==> src/rtl/stopwatch_pkg.sv <==
// stopwatch_pkg
//   Shared types and constants for the Basys3 stopwatch: run-control state
//   encoding, default debounce length, and the run-control next-state rule.
//   The button front end and the stopwatch counter both import this.
package stopwatch_pkg;

  // 10 ms at 100 MHz
  localparam int DB_CYCLES_DEF = 1_000_000;

  typedef enum logic [1:0] {
    IDLE  = 2'd0,
    RUN   = 2'd1,
    PAUSE = 2'd2
  } sw_state_t;

  // Reset press dominates and discards a same-cycle start/stop press.
  // The spare encoding 2'd3 falls back to IDLE on the next clock.
  function automatic sw_state_t sw_next(sw_state_t s, logic rst_p, logic ss_p);
    sw_state_t n;
    if (rst_p) begin
      n = IDLE;
    end else begin
      case (s)
        IDLE:    n = ss_p ? RUN   : IDLE;
        RUN:     n = ss_p ? PAUSE : RUN;
        PAUSE:   n = ss_p ? RUN   : PAUSE;
        default: n = IDLE;
      endcase
    end
    return n;
  endfunction

endpackage

==> src/rtl/stopwatch_buttons_debounce.sv <==
// debounce
//   One pushbutton conditioning chain: 2-flop synchronizer, counter-based
//   debouncer and rising-edge detector.
//   Ports:
//     clk    in   system clock
//     reset  in   async active-high reset, clears every flop
//     btn    in   raw asynchronous, bouncy button
//     level  out  debounced button level
//     press  out  registered one-cycle pulse on each accepted press
module debounce
  import stopwatch_pkg::*;
#(
  parameter  int DB_CYCLES = DB_CYCLES_DEF,
  localparam int DB_W      = $clog2(DB_CYCLES)
) (
  input  logic clk,
  input  logic reset,
  input  logic btn,
  output logic level,
  output logic press
);

  logic [1:0]      r_sync;
  logic            r_level;
  logic            r_level_q;
  logic [DB_W-1:0] r_cnt;
  logic            r_press;
  logic            w_sync;

  assign w_sync = r_sync[1];

  always_ff @(posedge clk or posedge reset) begin
    if (reset) begin
      r_sync    <= '0;
      r_level   <= 1'b0;
      r_level_q <= 1'b0;
      r_cnt     <= '0;
      r_press   <= 1'b0;
    end else begin
      r_sync <= {r_sync[0], btn};
      // Any cycle agreeing with the current level restarts the count, so
      // only DB_CYCLES consecutive differing samples can flip the level.
      if (w_sync == r_level) begin
        r_cnt <= '0;
      end else if (r_cnt == DB_W'(DB_CYCLES - 1)) begin
        r_level <= ~r_level;
        r_cnt   <= '0;
      end else begin
        r_cnt <= r_cnt + DB_W'(1);
      end
      r_level_q <= r_level;
      r_press   <= r_level & ~r_level_q;
    end
  end

  assign level = r_level;
  assign press = r_press;

endmodule

==> src/rtl/stopwatch_buttons.sv <==
// stopwatch_buttons
//   Button front end for the stopwatch: conditions the start/stop and reset
//   pushbuttons and runs the IDLE/RUN/PAUSE run-control FSM.
//   Ports:
//     clk         in   100 MHz system clock
//     reset       in   async active-high reset
//     btn_ss      in   raw start/stop button
//     btn_rst     in   raw reset button
//     start_stop  out  counter enable, high only in RUN
//     clear       out  one-cycle counter clear pulse per reset press
//     state       out  FSM state (LEDs / debug)
module stopwatch_buttons
  import stopwatch_pkg::*;
#(
  parameter int DB_CYCLES = DB_CYCLES_DEF
) (
  input  logic       clk,
  input  logic       reset,
  input  logic       btn_ss,
  input  logic       btn_rst,
  output logic       start_stop,
  output logic       clear,
  output logic [1:0] state
);

  logic      w_ss_press;
  logic      w_rst_press;
  logic      w_ss_level;
  logic      w_rst_level;
  sw_state_t w_next;

  sw_state_t r_state;
  logic      r_start_stop;
  logic      r_clear;

  debounce #(.DB_CYCLES(DB_CYCLES)) u_db_ss (
    .clk   (clk),
    .reset (reset),
    .btn   (btn_ss),
    .level (w_ss_level),
    .press (w_ss_press)
  );

  debounce #(.DB_CYCLES(DB_CYCLES)) u_db_rst (
    .clk   (clk),
    .reset (reset),
    .btn   (btn_rst),
    .level (w_rst_level),
    .press (w_rst_press)
  );

  // Debounced levels are debug taps only; the FSM acts on presses.
  logic w_unused;
  assign w_unused = &{1'b0, w_ss_level, w_rst_level};

  assign w_next = sw_next(r_state, w_rst_press, w_ss_press);

  // Outputs are registered off the next state so they change together
  // with the state register.
  always_ff @(posedge clk or posedge reset) begin
    if (reset) begin
      r_state      <= IDLE;
      r_start_stop <= 1'b0;
      r_clear      <= 1'b0;
    end else begin
      r_state      <= w_next;
      r_start_stop <= (w_next == RUN);
      r_clear      <= w_rst_press;
    end
  end

  assign start_stop = r_start_stop;
  assign clear      = r_clear;
  assign state      = r_state;

endmodule

==> config.mk <==
export PLATFORM = sky130hd
export DESIGN_NAME = stopwatch_buttons
export DESIGN_NICKNAME = d
export VERILOG_FILES = /design/src/rtl/stopwatch_pkg.sv /design/src/rtl/stopwatch_buttons_debounce.sv /design/src/rtl/stopwatch_buttons.sv
export SDC_FILE = /design/constraint.sdc
export NUM_CORES = 1
export LEC_CHECK = 0
export BUFFER_PORTS_ARGS = -buffer_cell sky130_fd_sc_hd__buf_2
export CORE_MARGIN = 8
export CORE_UTILIZATION = 55
export CTS_CLUSTER_DIAMETER = 30
export DETAILED_ROUTE_END_ITERATION = 8
export PLACE_DENSITY = 0.72
export SLEW_MARGIN = 20
export SYNTH_ARGS = -nofsm -noshare
export SYNTH_HDL_FRONTEND = slang
export SYNTH_SLANG_ARGS = --single-unit
==> constraint.sdc <==
create_clock -name clk -period 2.8 [get_ports clk]
set_input_delay 0.84 -clock clk [delete_from_list [all_inputs] [get_ports clk]]
set_output_delay 0.84 -clock clk [all_outputs]
set_load 0.05 [all_outputs]
==> impl_metrics.tcl <==
set metrics [dict create \
    place_ws_ps 612.0 \
    fp-row-count 24 \
    avgViaCountPerCell 5.601 \
    synthSimpleGateAreaFrac_pct 23.68 \
    synth_flop_cell "dfrtp_1" \
    p_total_mw 1.255 \
    numCtsBuffers 5 \
    synth_area_leaders "dfrtp_1 55%, xnor2_1 6.8%, nor2_1 5.7%" \
    synth_top_family_by_area "simple AND/OR/NAND/NOR gates" \
    power_density_nw_per_um2 475.6 \
    slew_violations 0 \
    yosys-mux-area-fraction_pct 2.138 \
    worstSetupEndpointType "register" \
    hold_slack_ps 362.3 \
    period_share_pct 78.43 \
    crit_required_ps 3000 \
    rrSetupSlack_ps 600 \
    cts_tree "done" \
    hold_path_depth 0 \
    rsz0062_at_grt "no" \
    coreArea_um2 4324 \
    synth-edff-count 0 \
    fmax_ghz 0.4553 \
    synth_xor_area_share_pct 9.267 \
    grt_start_max_net_pins 31 \
    die_area_um2 6862 \
    drt_iter0_markers 83 \
    drc 0 \
    arrival_ps 2390 \
    wl_mm 4.134 \
    vias 1697 \
    synth-compound-area-share_pct 6.212 \
    num_io_pins 8 \
    syn_nets 244 \
    setup_viol 0 \
    clk_pin_slew_ps 90 \
    ys_types 37 \
    tightest_slew_ps 660.9 \
    worstReg2RegEnd "u_db_rst.level$_DFFE_PP0P_" \
    synth-seq-cells 54 \
    grt_usage_pct 12.92 \
    seq_area_frac_synth_pct 54.99 \
    crit_fanout 8 \
    synth_async_sr_flop_share_pct 100.0 \
    cts_hold_buf 0 \
    clk_path_buf_depth 2 \
    finalWorstSetupSlack_ps 603.9 \
    die_h_um 82.84 \
    cap_violations 0 \
    clock_latency_ps 310 \
    final_util_pct 61.02 \
    antenna_found_initial 0 \
    cp-startpoint "u_db_rst.r_cnt[0]$_DFF_PP0_" \
    synth_common_cells "54 x dfrtp_1, 37 x nor2_1, 19 x xnor2_1, 14 x nand3_1" \
    worst_clock_skew_ps 9.578 \
    cts_setup_buffers 0 \
    cts_resized 0 \
    finalHoldViolCount 0 \
    netlist_instances 238 \
    multi_input_area_um2 1040 \
    dieWidth_um 82.84 \
    first_global_vias 1688 \
    diodes 0 \
    drtAntennaViolNets 0 \
    cts_root_buf "clkbuf_8" \
    crit_type "reg2reg" \
    design_area_um2 2639 \
    synth_top_area_cell "dfrtp_1" \
    yosys.area_share.adder_pct 1.018 \
    synth_top_area_share_pct 54.99 \
    r2r_cells 5 \
    fin_nets 257 \
    layout_min_cycle_time_ps 2196 \
    initial_core_util_pct 56.83 \
    syn_avg_cell_area_um2 10.33 \
    gp_congestion 0.7898 \
    place_area_um2 2559 \
    p_leak_nw 1.086 \
    portBuffers 7 \
    cts_htree_levels 2 \
    fill_cells 378 \
    dp.cells 296 \
    status "finished clean" \
    drt_first_pass_iters 6 \
    regArea_um2 1351 \
    gr-total-overflow 0 \
    ir_drop_v 0.0003074 \
    hp-class "reg2reg" \
    area_delta_synth_final_pct 7.383 \
    start_kind "register" \
    final_cells 303 \
    cp-endpoint "u_db_rst.level$_DFFE_PP0P_" \
    yosysMostFrequentCell "dfrtp_1" \
    r2r_start "u_db_rst.r_cnt[0]$_DFF_PP0_" \
    grt_pass1_wl_mm 7.465 \
    yosysWarnings 0 \
    drive_gt1_share_pct 11.16 \
    mappedNetlistArea_um2 2457 \
    tns_ps 0 \
    slew_headroom_pct 55.54 \
    place_hpwl_mm 2.888 \
    wl_per_cell_um 13.64 \
    cts_sinks 54 \
]
==> report_power, final <==
group,switching (mW),internal [mW]
clock,0.240,0.172
combinational,0.0312,0.0135
sequential,0.00968,0.789
total,0.281,0.974
==> cell usage in the layout (no fill, tap or decap), types with 3 or more instances in the layout <==
cell type / count
nand4_1: 9
clkbuf_8: 5
inv_1: 9
or4_1: 5
nor2_1: 37
xor2_1: 7
dfrtp_1: 54
nor3_1: 9
xnor2_1: 19
o21ai_0: 8
or3_1: 3
nand3_1: 14
nand2_1: 10
buf_2: 7
nor4_1: 7
buf_4: 4
and3_1: 3
mux2i_1: 3
nor2b_1: 3
a21oi_1: 10
==> layer usage <==
| layer | track usage, % | share of wire, % | up-vias |
|---|---|---|---|
| li1 | - | - | 851 |
| met3 | 3.711 | 3.0 | 7 |
| met1 | 16.53 | 50 | 823 |
| met2 | 19.24 | 45 | 16 |
| met4 | 6.869 | 2.0 | 0 |
| met5 | 0 | 0 | - |
==> worst min-delay path by stage <==
| stage | start | end | slack [ps] |
|---|---|---|---|
| 6_report | u_db_ss.r_sync[0]$_DFF_PP0_ | u_db_ss.r_sync[1]$_DFF_PP0_ | 360 |
| 5_1_grt | u_db_ss.r_sync[0]$_DFF_PP0_ | u_db_ss.r_sync[1]$_DFF_PP0_ | 370 |
| 4_1_cts | u_db_ss.r_sync[0]$_DFF_PP0_ | u_db_ss.r_sync[1]$_DFF_PP0_ | 360 |
| 3_5_place_dp | u_db_ss.r_sync[0]$_DFF_PP0_ | u_db_ss.r_sync[1]$_DFF_PP0_ | 340 |
| 3_3_place_gp | u_db_ss.r_sync[0]$_DFF_PP0_ | u_db_ss.r_sync[1]$_DFF_PP0_ | 340 |
| 2_1_floorplan | u_db_rst.r_sync[0]$_DFF_PP0_ | u_db_rst.r_sync[1]$_DFF_PP0_ | 330 |
==> critical path, stage by stage (launching register included) <==
cell     delay, ps
dfrtp_1        400
ha_1           200
nand3_1        260
or4_4          640
nor2_1         230
mux2_2         360
==> registers in the layout (all words and copies together) (netlist names), 2 cells and up <==
signal           count
u_db_rst.r_cnt      20
u_db_ss.r_cnt       20
state                2
u_db_rst.r_sync      2
u_db_ss.r_sync       2
==> layout make-up <==
class,count,share of cell area (%)
clock buffers,6,2.750
flip-flops and latches,54,51.21
repair buffers,11,2.466
well taps,52,2.466
multi-input cells,169,39.40
clock inverters,1,0.2845
inverters,10,1.422
==> kinds of logic (layout without fill, tap and decap cells) <==
kind of cell | Yosys count | in the layout
compound gates | 25 | 25
buf+inv | 15 | 28
fa+ha+maj | 2 | 2
xor+xnor | 26 | 26
simple gates | 111 | 111
mux | 5 | 5
flops | 54 | 54
Power figures use the tool's default switching activity.
